===== config.mk =====
export PLATFORM = sky130hd
export DESIGN_NAME = capture_sched
export DESIGN_NICKNAME = d
export VERILOG_FILES = /design/src/rtl/capture_pkg.sv /design/src/rtl/capture_sched_rd_port_arb.sv /design/src/rtl/capture_sched.sv
export SDC_FILE = /design/constraint.sdc
export NUM_CORES = 1
export LEC_CHECK = 0
export CORE_UTILIZATION = 30
export CTS_CLUSTER_SIZE = 40
export DETAILED_ROUTE_END_ITERATION = 8
export SLEW_MARGIN = 20
export SYNTH_ARGS = -nofsm -noshare
export SYNTH_HDL_FRONTEND = slang
export SYNTH_SLANG_ARGS = --single-unit

===== constraint.sdc =====
create_clock -name clk_200m -period 3.7 [get_ports clk_200m]
set_input_delay 0.74 -clock clk_200m [delete_from_list [all_inputs] [get_ports clk_200m]]
set_output_delay 0.74 -clock clk_200m [all_outputs]
set_load 0.005 [all_outputs]

===== src/rtl/capture_pkg.sv =====
// Shared types and constants for the capture scheduler: FSM states,
// packet-length lookup and the two supported path counts.
package capture_pkg;

  typedef enum logic [2:0] {
    ST_IDLE,
    ST_CAPTURE,
    ST_PKT,
    ST_GAP,
    ST_DONE
  } state_t;

  localparam int CNT_W    = 9;
  localparam int PATHS_48 = 48;
  localparam int PATHS_96 = 96;

  function automatic logic [CNT_W-1:0] len_words(input logic [1:0] code);
    case (code)
      2'd0:    return 9'd32;
      2'd1:    return 9'd64;
      2'd2:    return 9'd128;
      default: return 9'd256;
    endcase
  endfunction

endpackage


===== src/rtl/capture_sched_rd_port_arb.sv =====
// Shared memory read-port arbiter: packet reads always win, a single merged
// MDIO request is served in the first cycle the packet engine leaves the port free.
module rd_port_arb
  #(parameter int ADDR_W = 15,
    parameter int PATH_W = 7)
  (
    input  logic              clk,
    input  logic              rst,
    input  logic              pkt_rd_req,
    input  logic [ADDR_W-1:0] pkt_rd_addr,
    input  logic [PATH_W-1:0] pkt_rd_path,
    input  logic              mdio_req,
    input  logic [PATH_W-1:0] mdio_path_sel,
    input  logic [ADDR_W-1:0] mdio_addr,
    output logic              mem_rd_en,
    output logic [ADDR_W-1:0] mem_rd_addr,
    output logic [PATH_W-1:0] mem_rd_path_sel,
    output logic              mdio_rd_valid
  );

  logic              pending_q, pending_d;
  logic              grant_q, grant_d;
  logic              rd_en_q, rd_en_d;
  logic [ADDR_W-1:0] rd_addr_q, rd_addr_d;
  logic [PATH_W-1:0] rd_sel_q, rd_sel_d;
  logic              mdio_valid_q, mdio_valid_d;

  // A pulse arriving while a request is pending is absorbed into it.
  always_comb begin
    grant_d      = pending_q & ~pkt_rd_req;
    pending_d    = pending_q ? ~grant_d : mdio_req;
    rd_en_d      = pkt_rd_req | grant_d;
    rd_addr_d    = '0;
    rd_sel_d     = '0;
    mdio_valid_d = grant_q;
    if (pkt_rd_req) begin
      rd_addr_d = pkt_rd_addr;
      rd_sel_d  = pkt_rd_path;
    end else if (grant_d) begin
      rd_addr_d = mdio_addr;
      rd_sel_d  = mdio_path_sel;
    end
  end

  always_ff @(posedge clk) begin
    if (rst) begin
      pending_q    <= 1'b0;
      grant_q      <= 1'b0;
      rd_en_q      <= 1'b0;
      rd_addr_q    <= '0;
      rd_sel_q     <= '0;
      mdio_valid_q <= 1'b0;
    end else begin
      pending_q    <= pending_d;
      grant_q      <= grant_d;
      rd_en_q      <= rd_en_d;
      rd_addr_q    <= rd_addr_d;
      rd_sel_q     <= rd_sel_d;
      mdio_valid_q <= mdio_valid_d;
    end
  end

  assign mem_rd_en       = rd_en_q;
  assign mem_rd_addr     = rd_addr_q;
  assign mem_rd_path_sel = rd_sel_q;
  assign mdio_rd_valid   = mdio_valid_q;

endmodule


===== src/rtl/capture_sched.sv =====
// Capture scheduler: captures L words, then streams L words per path for N paths
// with optional idle gaps, sharing the memory read port with MDIO readback.
module capture_sched
  import capture_pkg::*;
  #(parameter int ADDR_W = 15,
    parameter int PATH_W = 7)
  (
    input  logic              clk_200m,
    input  logic              rst_200m,
    input  logic              rf_capture_start,
    input  logic              rf_capture_again,
    input  logic              rf_capture_mode,
    input  logic              rf_96path_en,
    input  logic [1:0]        rf_pkt_data_length,
    input  logic [15:0]       rf_pkt_idle_length,
    input  logic              rf_mdio_read_pulse,
    input  logic [PATH_W-1:0] rf_mdio_data_sel,
    input  logic [ADDR_W-1:0] rf_mdio_memory_addr,
    output logic              cap_wr_en,
    output logic [ADDR_W-1:0] cap_wr_addr,
    output logic              mem_rd_en,
    output logic [ADDR_W-1:0] mem_rd_addr,
    output logic [PATH_W-1:0] mem_rd_path_sel,
    output logic              pkt_valid,
    output logic              pkt_sop,
    output logic              pkt_eop,
    output logic [PATH_W-1:0] pkt_path,
    output logic              mdio_read_pulse_r,
    output logic              capture_busy,
    output logic              capture_done
  );

  state_t            state_q, state_d;
  logic              start_prev_q, start_prev_d;
  logic [CNT_W-1:0]  word_cnt_q, word_cnt_d;
  logic [PATH_W-1:0] path_cnt_q, path_cnt_d;
  logic [15:0]       gap_cnt_q, gap_cnt_d;
  logic              n96_q, n96_d;
  logic [1:0]        len_code_q, len_code_d;
  logic [15:0]       idle_len_q, idle_len_d;

  logic              cap_wr_en_q, cap_wr_en_d;
  logic [ADDR_W-1:0] cap_wr_addr_q, cap_wr_addr_d;
  logic              pkt_rd_q, pkt_rd_d;
  logic              pkt_word0_q, pkt_word0_d;
  logic              pkt_last_q, pkt_last_d;
  logic [PATH_W-1:0] pkt_rd_path_q, pkt_rd_path_d;
  logic              pkt_valid_q, pkt_valid_d;
  logic              pkt_sop_q, pkt_sop_d;
  logic              pkt_eop_q, pkt_eop_d;
  logic [PATH_W-1:0] pkt_path_q, pkt_path_d;
  logic              capture_busy_q, capture_busy_d;
  logic              capture_done_q, capture_done_d;

  logic              restart;
  logic [CNT_W-1:0]  len_last;
  logic [PATH_W-1:0] path_last;

  assign len_last  = len_words(len_code_q) - CNT_W'(1);
  assign path_last = n96_q ? PATH_W'(PATHS_96 - 1) : PATH_W'(PATHS_48 - 1);

  always_comb begin
    state_d      = state_q;
    start_prev_d = rf_capture_start;
    word_cnt_d   = word_cnt_q;
    path_cnt_d   = path_cnt_q;
    gap_cnt_d    = gap_cnt_q;
    n96_d        = n96_q;
    len_code_d   = len_code_q;
    idle_len_d   = idle_len_q;
    restart      = 1'b0;

    if (!rf_capture_start) begin
      state_d    = ST_IDLE;
      word_cnt_d = '0;
      path_cnt_d = '0;
      gap_cnt_d  = '0;
    end else begin
      case (state_q)
        ST_IDLE: restart = ~start_prev_q;
        ST_CAPTURE: begin
          if (word_cnt_q == len_last) begin
            word_cnt_d = '0;
            path_cnt_d = '0;
            state_d    = ST_PKT;
          end else begin
            word_cnt_d = word_cnt_q + CNT_W'(1);
          end
        end
        ST_PKT: begin
          if (word_cnt_q == len_last) begin
            word_cnt_d = '0;
            if (idle_len_q != 16'd0) begin
              gap_cnt_d = '0;
              state_d   = ST_GAP;
            end else if (path_cnt_q == path_last) begin
              state_d = ST_DONE;
            end else begin
              path_cnt_d = path_cnt_q + PATH_W'(1);
            end
          end else begin
            word_cnt_d = word_cnt_q + CNT_W'(1);
          end
        end
        ST_GAP: begin
          if (gap_cnt_q == idle_len_q - 16'd1) begin
            gap_cnt_d = '0;
            if (path_cnt_q == path_last) begin
              state_d = ST_DONE;
            end else begin
              path_cnt_d = path_cnt_q + PATH_W'(1);
              state_d    = ST_PKT;
            end
          end else begin
            gap_cnt_d = gap_cnt_q + 16'd1;
          end
        end
        ST_DONE: restart = rf_capture_again | rf_capture_mode;
        default: state_d = ST_IDLE;
      endcase

      // Configuration is sampled only here, so mid-run register writes are ignored.
      if (restart) begin
        n96_d      = rf_96path_en;
        len_code_d = rf_pkt_data_length;
        idle_len_d = rf_pkt_idle_length;
        word_cnt_d = '0;
        path_cnt_d = '0;
        gap_cnt_d  = '0;
        state_d    = ST_CAPTURE;
      end
    end
  end

  // Outputs are registered from next-state values so they line up with state_q.
  always_comb begin
    cap_wr_en_d    = (state_d == ST_CAPTURE);
    cap_wr_addr_d  = cap_wr_en_d ? ADDR_W'(word_cnt_d) : '0;
    pkt_rd_d       = (state_d == ST_PKT);
    pkt_word0_d    = pkt_rd_d && (word_cnt_d == '0);
    pkt_last_d     = pkt_rd_d && (word_cnt_d == len_last);
    pkt_rd_path_d  = pkt_rd_d ? path_cnt_d : '0;
    pkt_valid_d    = pkt_rd_q;
    pkt_sop_d      = pkt_word0_q;
    pkt_eop_d      = pkt_last_q & rf_capture_start;
    pkt_path_d     = pkt_rd_path_q;
    capture_busy_d = (state_d inside {ST_CAPTURE, ST_PKT, ST_GAP});
    capture_done_d = (state_d == ST_DONE);
  end

  always_ff @(posedge clk_200m) begin
    if (rst_200m) begin
      state_q        <= ST_IDLE;
      start_prev_q   <= 1'b0;
      word_cnt_q     <= '0;
      path_cnt_q     <= '0;
      gap_cnt_q      <= '0;
      n96_q          <= 1'b0;
      len_code_q     <= '0;
      idle_len_q     <= '0;
      cap_wr_en_q    <= 1'b0;
      cap_wr_addr_q  <= '0;
      pkt_rd_q       <= 1'b0;
      pkt_word0_q    <= 1'b0;
      pkt_last_q     <= 1'b0;
      pkt_rd_path_q  <= '0;
      pkt_valid_q    <= 1'b0;
      pkt_sop_q      <= 1'b0;
      pkt_eop_q      <= 1'b0;
      pkt_path_q     <= '0;
      capture_busy_q <= 1'b0;
      capture_done_q <= 1'b0;
    end else begin
      state_q        <= state_d;
      start_prev_q   <= start_prev_d;
      word_cnt_q     <= word_cnt_d;
      path_cnt_q     <= path_cnt_d;
      gap_cnt_q      <= gap_cnt_d;
      n96_q          <= n96_d;
      len_code_q     <= len_code_d;
      idle_len_q     <= idle_len_d;
      cap_wr_en_q    <= cap_wr_en_d;
      cap_wr_addr_q  <= cap_wr_addr_d;
      pkt_rd_q       <= pkt_rd_d;
      pkt_word0_q    <= pkt_word0_d;
      pkt_last_q     <= pkt_last_d;
      pkt_rd_path_q  <= pkt_rd_path_d;
      pkt_valid_q    <= pkt_valid_d;
      pkt_sop_q      <= pkt_sop_d;
      pkt_eop_q      <= pkt_eop_d;
      pkt_path_q     <= pkt_path_d;
      capture_busy_q <= capture_busy_d;
      capture_done_q <= capture_done_d;
    end
  end

  rd_port_arb #(.ADDR_W(ADDR_W), .PATH_W(PATH_W)) u_rd_port_arb (
    .clk             (clk_200m),
    .rst             (rst_200m),
    .pkt_rd_req      (pkt_rd_d),
    .pkt_rd_addr     (ADDR_W'(word_cnt_d)),
    .pkt_rd_path     (pkt_rd_path_d),
    .mdio_req        (rf_mdio_read_pulse),
    .mdio_path_sel   (rf_mdio_data_sel),
    .mdio_addr       (rf_mdio_memory_addr),
    .mem_rd_en       (mem_rd_en),
    .mem_rd_addr     (mem_rd_addr),
    .mem_rd_path_sel (mem_rd_path_sel),
    .mdio_rd_valid   (mdio_read_pulse_r)
  );

  assign cap_wr_en    = cap_wr_en_q;
  assign cap_wr_addr  = cap_wr_addr_q;
  assign pkt_valid    = pkt_valid_q;
  assign pkt_sop      = pkt_sop_q;
  assign pkt_eop      = pkt_eop_q;
  assign pkt_path     = pkt_path_q;
  assign capture_busy = capture_busy_q;
  assign capture_done = capture_done_q;

endmodule

# [After elaboration in Yosys (flattened, before gate mapping)]
# Cells that the tools add are included.
[totals] input_bits=47 ff_bits=119 word_cells=108 out_inout_bits=52
[op_classes] n_reduce_logical=15 bitwise=9 n_eq_ne=16 addsub=5 n_mux=35
[ops] operator="$mux W7" count=11
[ops] operator="$mux W9" count=6
[ops] operator="$mux W16" count=3
[ops] operator="$pmux W16 S2" count=1
[ops] operator="$pmux W9 S3" count=1
[ops] operator="$mux W3" count=8
[ops] operator="$pmux W7 S3" count=1
[ops] operator="$eq A9 B9 Y1" count=2
[ops] operator="$add A16 B1 Y16 const B" count=1
[ops] operator="$eq A16 B16 Y1" count=1
[ops] operator="$reduce_bool A16 Y1" count=1
[ops] operator="$sub A16 B1 Y16 const B" count=1
[ops] operator="$eq A3 B2 Y1 const B" count=4
[ops] operator="$pmux W3 S4" count=1
[ops] operator="$add A9 B1 Y9 const B" count=1
[ops] operator="$logic_not A9 Y1" count=1
[ops] operator="$sub A9 B1 Y9 const B" count=1
[ops] operator="$add A7 B1 Y7 const B" count=1
[ops] operator="$eq A7 B7 Y1" count=1
[ops] operator="$eq A3 B1 Y1 const B" count=2
[ops] operator="$eq A3 B3 Y1 const B" count=2
[ops] operator="$reduce_or A2 Y1" count=3
[ops] operator="$reduce_or A3 Y1" count=2
[ops] operator="$not A1 Y1" count=5
[ops] operator="14 further kinds" count=19

# [Depth between registers and ports, before layout]
# Gate-level depths: netlist (run 1).
[logic_depth] depth_word=13 ltp_mapped=12 ltp_nobuf=10

# [Cells and area by module]
# A second synthesis (run 1) with hierarchy kept.
[unflattened] hier_cells=664 hier_area_um2=5705.5
[by_module_without_submodules] module="capture_sched" n_inst=1 area_per_inst_um2=4719.5 cells_each=555 seq_area_each_um2=1741.7
[by_module_without_submodules] module="rd_port_arb" n_inst=1 area_per_inst_um2=985.9 cells_each=109 seq_area_each_um2=520.5

# [Worst setup path before layout (run 1)]
# Ideal clock, no wire load.
[synth_timing] kind="register -> register" startpoint="reg idle_len_q[11]" endpoint="reg cap_wr_addr_q[5], in the netlist cap_wr_addr[5]" setup_slack_ns=1.037 path_buffers=2 setup_time_ns=0.132 period_less_slack_ns=2.663 required_time_ns=3.568 stages_incl_launch_ff=11 arrival_ns=2.531 path_cell_list="dfxtp_1 > xnor3_1 > or3_1 > a211oi_2 > o21bai_1 > or4_1 > buf_2 > a21boi_2 > a211o_1 > buf_6 > nor3_1"
[synth_via] elab_chain_len=9 word_cells_on_any_way=12 classes_between="1 x add/sub; 2 x eq/ne; 6 x mux; 1 x bitwise; 2 x reduce/logical"
[synth_rtl] item="start: declaration" line="capture_sched.sv:40" source="logic [15:0] idle_len_q, idle_len_d;"
[synth_rtl] item="start signal: assignment" line="capture_sched.sv:181" source="idle_len_q <= idle_len_d;"
[synth_rtl] item="$sub A16 B1 Y16 / $reduce_bool A16 Y1 (equally long branches)" line="capture_sched.sv:106, capture_sched.sv:93"
[synth_rtl] item="$eq A16 B16 Y1 / $mux W3 (equally long branches)" line="capture_sched.sv:106, capture_sched.sv:93"
[synth_rtl] item="$mux W3, on equally long branches" line="capture_sched.sv:106, capture_sched.sv:91"
[synth_rtl] item="$pmux W3 S4 *" line="capture_sched.sv:79" source="case (state_q)"
[synth_rtl] item="$mux W3 *" line="capture_sched.sv:123" source="if (restart) begin"
[synth_rtl] item="$mux W3 *" line="capture_sched.sv:73" source="if (!rf_capture_start) begin"
[synth_rtl] item="$eq A3 B1 Y1 *" line="capture_sched.sv:137" source="cap_wr_en_d = (state_d == ST_CAPTURE);"
[synth_rtl] item="$not A1 Y1 (no line) *"
[synth_rtl] item="$reduce_or A2 Y1 (no line) *"
[synth_rtl] item="end signal: assignment" line="capture_sched.sv:183" source="cap_wr_addr_q <= cap_wr_addr_d;"
[synth_rtl] item="end: declaration" line="capture_sched.sv:43" source="logic [ADDR_W-1:0] cap_wr_addr_q, cap_wr_addr_d;"
# Every way passes the cells marked *; elsewhere a longest branch is shown, timed or not.
# A chain may end at the register's enable or synchronous reset.

# [Final worst setup path (run 1)]
[layout_timing] startpoint="reg idle_len_q[11]" endpoint="reg pkt_word0_q, in the netlist pkt_sop_d"
[layout_via] elab_chain_len=8 word_cells_on_any_way=11 classes_between="1 x add/sub; 2 x eq/ne; 6 x mux; 2 x reduce/logical"
[layout_rtl] item="$sub A16 B1 Y16 / $reduce_bool A16 Y1 (equally long branches)" line="capture_sched.sv:106, capture_sched.sv:93"
[layout_rtl] item="$eq A16 B16 Y1 / $mux W3 (equally long branches)" line="capture_sched.sv:106, capture_sched.sv:93"
[layout_rtl] item="$mux W3, on equally long branches" line="capture_sched.sv:106, capture_sched.sv:91"
[layout_rtl] item="$pmux W3 S4 *" line="capture_sched.sv:79"
[layout_rtl] item="$mux W3 *" line="capture_sched.sv:123"
[layout_rtl] item="$mux W3 *" line="capture_sched.sv:73"
[layout_rtl] item="$eq A3 B2 Y1 *" line="capture_sched.sv:139" source="pkt_rd_d = (state_d == ST_PKT);"
[layout_rtl] item="$logic_and A1 B1 Y1 *" line="capture_sched.sv:140" source="pkt_word0_d = pkt_rd_d && (word_cnt_d == '0);"
[layout_rtl] item="end signal: assignment" line="capture_sched.sv:185" source="pkt_word0_q <= pkt_word0_d;"
[layout_rtl] item="end: declaration" line="capture_sched.sv:45" source="logic pkt_word0_q, pkt_word0_d;"
# Marked as above.

==> reports/metrics.json, run 1 <==
{
  "run_status": {
    "outcome": "finished, violations left",
    "violations": "DRC"
  },
  "cts": {
    "cts.root.buffer_cell": "clkbuf_16",
    "clock_tree_from_tritoncts": "built",
    "h_tree_levels": 4,
    "cts-resized-gates": 0,
    "clkSinkCount": 113,
    "tritoncts_buffers": 17,
    "clock_insertion_delay_worst_skew_ns": 0.42,
    "cts-root-to-sink-buffers": 2,
    "clkSlewWorstSetupHoldPaths_ns": 0.06,
    "cts_setup_buffers": 0,
    "ctsHoldBuffers": 0
  },
  "power_and_ir_drop": {
    "sequential_fraction_of_design_power": 0.408,
    "switching_share": 0.251,
    "combinationalPowerShare": 0.081,
    "leakage_nw": 2.32,
    "power-per-cell-area_nw_per_um2": 463,
    "vdd.ir_drop.worst_mv": 0.345,
    "power_report.internal_total_mw": 2.33,
    "share_clk_of_total_power": 0.512,
    "netSwitchingPower_mw": 0.781
  },
  "drt": {
    "vias_per_cell": 4.76,
    "initialDrtViolationCount": 208,
    "route.detailed.wl_per_inst_um": 14.1,
    "detail_route.drc_violations": 2,
    "ant_nets": 0,
    "dr.pass1.iters": 7,
    "vias": 4347,
    "drt-total-wl_mm": 12.8
  },
  "placed_design": {
    "detailedPlace.worstSlack_ns": 0.371,
    "detailedPlacementHpwl_mm": 9.30,
    "buffer_ports.inserted": 92,
    "routability_driven_placement_congestion_ratio": 0.891
  },
  "hold_path": {
    "min-delay-path-class": "reg2reg",
    "worst_hold_startpoint": "pkt_rd_q"
  },
  "synthesis": {
    "synth_edf_count": 0,
    "cells_after_synthesis": 591,
    "synth_async_sr_flop_share": 0,
    "syn-mean-instance-area_um2": 8.53,
    "synth_ff_type": "dfxtp_1",
    "synth.ff_latch_count": 113,
    "synthDistinctLibCells": 56,
    "sequential_fraction_of_the_synthesis_area": 0.449,
    "ys_warn_count": 0,
    "netlist_area_um2": 5040
  },
  "finish": {
    "final_common_cell": "dfxtp_1",
    "most_frequent_cells_in_the_layout": "dfxtp_1, clkdlybuf4s50_1, nor2_1, nand2_1, a21oi_1",
    "syn_to_final_growth_pct": 33.1,
    "antenna_cells": 0,
    "fraction_of_layout_instances_using_a_drive_strength_above_1": 0.0850,
    "finalNetCount": 732,
    "fillers": 1667
  },
  "sta": {
    "finalClockSkew_ns": 0.00968,
    "setup-violations-final": 0,
    "finalWorstSetupSlack_ns": 0.419,
    "max_slew.worst_pin.slew_ns": 0.943,
    "totalNegativeSetupSlack_ns": 0,
    "grt_setup_unrepaired": "false",
    "max_clock_freq_mhz": 305,
    "report.final.hold_viol_count": 0,
    "slew_headroom": 0.371,
    "post-route-period-util": 0.887,
    "final_max_slew_viol_count": 0,
    "fin_crit_ns": 3.28
  },
  "worst_setup_path": {
    "critical_path_buf_inv_count": 1,
    "r2r_start": "idle_len_q[11]",
    "crit_arrival_ns": 3.56,
    "cp_max_fo": 17,
    "crit_path_max_incr_delay_ns": 0.49,
    "worst_setup_path_startpoint": "idle_len_q[11]",
    "critPathTopFamily": "simple AND/OR/NAND/NOR gates",
    "end_kind": "register",
    "critPathLaunchType": "register",
    "cell_at_the_slowest_stage_of_the_critical_path": "nor4_1",
    "criticalPathCategory": "reg2reg",
    "path_cells": "xnor3_1, or3_1, a211oi_2, nor2_1, nor4_2, o211a_1, buf_4, nand3_4, nor4_1",
    "worst_ep_required_time_ns": 3.98
  },
  "floorplan": {
    "die_outline_area_um2": 17300,
    "floorplan.die.height_um": 132,
    "core_area_um2": 16500,
    "start_util": 0.306,
    "num_rows": 47,
    "die_width_um": 132,
    "io_pins": 99
  },
  "global_routing": {
    "vias_in_the_first_global_route": 4411,
    "maximum_number_of_pins_on_one_net_before_global_route_repair": 52,
    "track_usage": 0.158,
    "global_route_wire_length_before_repair_mm": 21.7,
    "globalRoute.totalOverflow": 0,
    "grt_antenna_before_repair": 0
  },
  "job": {
    "max_cap_violations": 0
  }
}
area by class of cell:
type | instances | area, um^2 | area share
well taps | 220 | 275 | 0.0410
inverters | 15 | 56.3 | 0.00839
clock inverters | 14 | 139 | 0.0207
flip-flops and latches | 113 | 2260 | 0.337
multi-input cells | 435 | 2570 | 0.383
repair buffers | 99 | 968 | 0.144
clock buffers | 18 | 439 | 0.0654
registers in the layout, indices dropped and copies added (netlist names), 7 cells and up:
register                       cells
gap_cnt_q                         16
pkt_path                           7
word_cnt_q                         9
u_rd_port_arb.mem_rd_addr         15
u_rd_port_arb.mem_rd_path_sel      7
pkt_path_d                         7
path_cnt_q                         7
cap_wr_addr                        9
idle_len_q                        16
power groups by stage:
stage          registers [mW]  logic (mW)  clock network [mW]
3_5_place_dp             1.29       0.250                   0
2_1_floorplan            1.28       0.161                   0
5_1_grt                  1.27       0.279                1.68
6_report                 1.27       0.251                1.59
4_1_cts                  1.27       0.252                1.63
3_3_place_gp             1.29       0.247                   0
worst paths after layout:
path	endpoint	cells after the start	slack (ns)
max reg2reg	pkt_sop_d	9	0.42
min reg2reg	pkt_valid	1	0.44
max	pkt_sop_d	9	0.42
min	pkt_valid	1	0.44
worst reg2reg max path, stage by stage, from the launching register on:
cell and delay [ns]:
dfxtp_1 0.47, xnor3_1 0.45, or3_1 0.34, a211oi_2 0.29, nor2_1 0.09, nor4_2 0.42
o211a_1 0.23, buf_4 0.17, nand3_4 0.20, nor4_1 0.49
stage by stage:
step | power (mW) | hold slack (ns) | utilization | instance area (um^2) | std cells
after floorplan | 1.44 | 0.406 | - | 5060 | 596
after CTS | 3.14 | 0.439 | 0.407 | 6710 | 914
after detailed placement | 1.54 | 0.425 | 0.372 | 6130 | 882
final | 3.11 | 0.439 | 0.408 | 6710 | 914
after global routing | 3.23 | 0.455 | 0.408 | 6710 | 914
after global placement | 1.54 | 0.421 | 0.372 | 6130 | 882
Yosys cell counts, types with 10 or more instances:
cell        n  area [um^2]
clkbuf_1   19         71.3
inv_1      14         52.6
xnor2_1    32          280
o211ai_1   11         82.6
nand4_1    12         75.1
nor2_1     78          293
nand3_1    18         90.1
xor2_1     15          131
nand2b_1   12         75.1
dfxtp_1   113         2260
a21oi_1    43          215
and2_1     10         62.6
nor2b_1    14         87.6
nand2_1    65          244
or3_1      12         75.1
nor3_1     19         95.1
routing by layer:
| metal | GRT usage | wire length (um) |
|---|---|---|
| met5 | 0 | 0 |
| met1 | 0.198 | 5880 |
| met2 | 0.256 | 6180 |
| met3 | 0.0440 | 586 |
| met4 | 0.0627 | 193 |
logic make-up after synthesis:
| kind of cell | count (synthesis) | synth area share |
|---|---|---|
| and+or+nand+nor | 271 | 0.268 |
| adders and majority gates | 4 | 0.00993 |
| buffers and inverters | 48 | 0.0457 |
| AOI/OAI and AO/OA | 105 | 0.139 |
| muxes | 1 | 0.00199 |
| DFF | 113 | 0.449 |
| xor gates and xnor gates | 48 | 0.0861 |
| other | 1 | 0.000744 |
No activity file was read; power rests on OpenSTA's default activity.
==> run 2, diff against run 1 <==
CORE_ASPECT_RATIO = 1.75   (was default)
SLEW_MARGIN = default   (was 20)
==> reports/metrics.json, run 2 (same netlist as run 1, synthesis figures left out) <==
{
  "global_routing": {
    "global_route_wire_length_before_repair": {"value": 22.3, "unit": "mm", "change": "+2.7%"},
    "vias_in_the_first_global_route": {"value": 4732, "change": "+7.3%"},
    "track_usage": {"value": 0.167, "change": "+0.00883"},
    "met1_usage_grt": {"value": 0.151, "change": "-0.0476"},
    "grtUsageMet3": {"value": 0.0407, "change": "-0.00326"},
    "maximum_number_of_pins_on_one_net_before_global_route_repair": {"value": 52, "change": "unchanged"},
    "grt.busiest_layer": "met2",
    "grt_antenna_before_repair": {"value": 0, "change": "unchanged"},
    "globalRoute.totalOverflow": {"value": 0, "change": "unchanged"},
    "gr-usage-met2": {"value": 0.316, "change": "+0.0598"}
  },
  "sta": {
    "finalClockSkew": {"value": 0.0192, "unit": "ns", "change": "+0.00948 ns"},
    "max_clock_freq": {"value": 310, "unit": "MHz", "change": "+1.6%"},
    "max_slew.worst_pin.slew": {"value": 0.992, "unit": "ns", "change": "+0.0494 ns"},
    "report.final.hold_viol_count": {"value": 0, "change": "unchanged"},
    "fin_crit": {"value": 3.23, "unit": "ns", "change": "-0.0524 ns"},
    "totalNegativeSetupSlack": {"value": 0, "unit": "ns", "change": "unchanged"},
    "setup-violations-final": {"value": 0, "change": "unchanged"},
    "final_max_slew_viol_count": {"value": 0, "change": "unchanged"},
    "post-route-period-util": {"value": 0.873, "change": "-0.0142"},
    "finalWorstSetupSlack": {"value": 0.471, "unit": "ns", "change": "+0.0524 ns"},
    "grt_setup_unrepaired": "false",
    "slew_headroom": {"value": 0.338, "change": "-0.0330"}
  },
  "drt": {
    "route.detailed.wl_per_inst": {"value": 15.1, "unit": "um", "change": "+7.4%"},
    "vias_per_cell": {"value": 4.86, "change": "+2.3%"},
    "vias": {"value": 4461, "change": "+2.6%"},
    "initialDrtViolationCount": {"value": 239, "change": "+15%"},
    "detail_route.drc_violations": {"value": 0, "change": "-2"},
    "drt-total-wl": {"value": 13.8, "unit": "mm", "change": "+7.7%"},
    "ant_nets": {"value": 0, "change": "unchanged"},
    "dr.pass1.iters": {"value": 4, "change": "-3"}
  },
  "cts": {
    "cts_setup_buffers": {"value": 0, "change": "unchanged"},
    "cts-resized-gates": {"value": 0, "change": "unchanged"},
    "cts-root-to-sink-buffers": {"value": 2, "change": "unchanged"},
    "clkSlewWorstSetupHoldPaths": {"value": 0.05, "unit": "ns", "change": "about the same"},
    "tritoncts_buffers": {"value": 17, "change": "unchanged"},
    "h_tree_levels": {"value": 4, "change": "unchanged"},
    "clkSinkCount": {"value": 113, "change": "unchanged"},
    "ctsHoldBuffers": {"value": 0, "change": "unchanged"},
    "cts.root.buffer_cell": "clkbuf_16",
    "clock_tree_from_tritoncts": "built",
    "clock_insertion_delay_worst_skew": {"value": 0.41, "unit": "ns", "change": "about the same"}
  },
  "worst_setup_path": {
    "critPathLaunchType": "register",
    "crit_arrival": {"value": 3.52, "unit": "ns", "change": "-0.04 ns"},
    "end_kind": "register",
    "criticalPathCategory": "reg2reg",
    "cp_max_fo": {"value": 17, "change": "unchanged"},
    "worst_ep_required_time": {"value": 3.99, "unit": "ns", "change": "about the same"},
    "worstRegToRegCells": {"value": 11, "change": "+2"}
  },
  "finish": {
    "layoutNonFillerInstCount": {"value": 917, "change": "+0.33%"},
    "fraction_of_layout_instances_using_a_drive_strength_above_1": {"value": 0.0808, "change": "-0.00421"},
    "finalNetCount": {"value": 732, "change": "unchanged"},
    "final_cell_area": {"value": 6800, "unit": "um^2", "change": "+1.3%"},
    "most_frequent_cells_in_the_layout": "dfxtp_1, clkdlybuf4s50_1, nor2_1, nand2_1, a21oi_1",
    "antenna_cells": {"value": 0, "change": "unchanged"},
    "final_common_cell": "dfxtp_1",
    "syn_to_final_growth_pct": 34.9
  },
  "placed_design": {
    "routability_driven_placement_congestion_ratio": {"value": 0.941, "change": "+5.6%"},
    "buffer_ports.inserted": {"value": 92, "change": "unchanged"},
    "detailedPlace.worstSlack": {"value": 0.422, "unit": "ns", "change": "+0.0513 ns"},
    "postPlaceCellArea": {"value": 6130, "unit": "um^2", "change": "about the same"},
    "placed_cells": {"value": 886, "change": "+0.45%"},
    "detailedPlacementHpwl": {"value": 10.3, "unit": "mm", "change": "+10%"}
  },
  "job": {
    "max_cap_violations": {"value": 0, "change": "unchanged"}
  },
  "floorplan": {
    "die_width": {"value": 100, "unit": "um", "change": "-24%"},
    "start_util": {"value": 0.307, "change": "+0.000373"},
    "floorplan.die.height": {"value": 173, "unit": "um", "change": "+32%"},
    "num_rows": {"value": 62, "change": "+32%"},
    "core_area": {"value": 16400, "unit": "um^2", "change": "-0.12%"},
    "die_outline_area": {"value": 17300, "unit": "um^2", "change": "+0.12%"},
    "io_pins": {"value": 99, "change": "unchanged"}
  },
  "hold_path": {
    "min-delay-path-class": "reg2reg",
    "hold-path-cell-count": {"value": 1, "change": "unchanged"}
  },
  "power_and_ir_drop": {
    "leakage": {"value": 2.37, "unit": "nW", "change": "+2.0%"},
    "power-per-cell-area": {"value": 494, "unit": "nW/um^2", "change": "+6.8%"},
    "vdd.ir_drop.worst": {"value": 0.280, "unit": "mV", "change": "-19%"}
  },
  "run_status": {
    "outcome": "finished clean"
  }
}
## run 2: changes by cell type in the layout (fill, tap and decap cells not counted)
cell	before	now
a21oi_2	1	0
bufinv_16	1	6
clkbuf_8	1	2
a21oi_1	42	43
inv_6	10	0
clkbuf_1	0	1
clkinvlp_4	1	0
clkinv_2	1	4
## run 2: layer usage
metal | part of all wire | vias up
met3 | 0.046 | 43
li1 | - | 2200
met1 | 0.35 | 2081
met4 | 0.048 | 0
met2 | 0.55 | 137
met5 | 0 | -
## run 2: final cells by class
cell class | instances | area (um^2)
fillers | 1686 | 9650
multi-input cells | 435 | 2570
flip-flops and latches | 113 | 2260
repair buffers | 99 | 968
clock buffers | 20 | 457
well taps | 224 | 280
clock inverters | 11 | 209
inverters | 15 | 56.3
## run 2: stage by stage
| stage | util | hold WS (ns) | total power, mW |
|---|---|---|---|
| 2_1_floorplan | - | 0.406 | 1.44 |
| 3_3_place_gp | 0.373 | 0.419 | 1.54 |
| 3_5_place_dp | 0.373 | 0.430 | 1.55 |
| 4_1_cts | 0.413 | 0.442 | 3.40 |
| 5_1_grt | 0.413 | 0.448 | 3.48 |
| 6_report | 0.413 | 0.438 | 3.36 |
## run 2: critical path, stage by stage (launching register included)
cell and delay (ns):
dfxtp_1 0.47, inv_1 0.08, ha_1 0.30, nand2b_1 0.17, a21boi_0 0.28, o22a_1 0.20
nand4_1 0.16, nor4_2 0.42, o211a_1 0.22, buf_4 0.16, nand3_4 0.20, nor4_1 0.43
## run 2: final timing paths
path / from / end / slack, ns
min reg2reg: pkt_path_d[5] / pkt_path[5] / 0.44
max reg2reg: idle_len_q[0] / pkt_sop_d / 0.47
min: pkt_path_d[5] / pkt_path[5] / 0.44
max: idle_len_q[0] / pkt_sop_d / 0.47
## run 2: power by group
group / switching, mW / internal [mW] / total [mW]
combinational: 0.129 / 0.126 / 0.256
clock: 0.549 / 1.29 / 1.84
sequential: 0.0277 / 1.24 / 1.27
total: 0.706 / 2.66 / 3.36
==> run 3, diff against run 2 <==
ABC_CLOCK_PERIOD_IN_PS = 3700   (was default)
==> results of run 3 <==
Same layout as run 2: the final DEF is identical, and so are final timing and power.
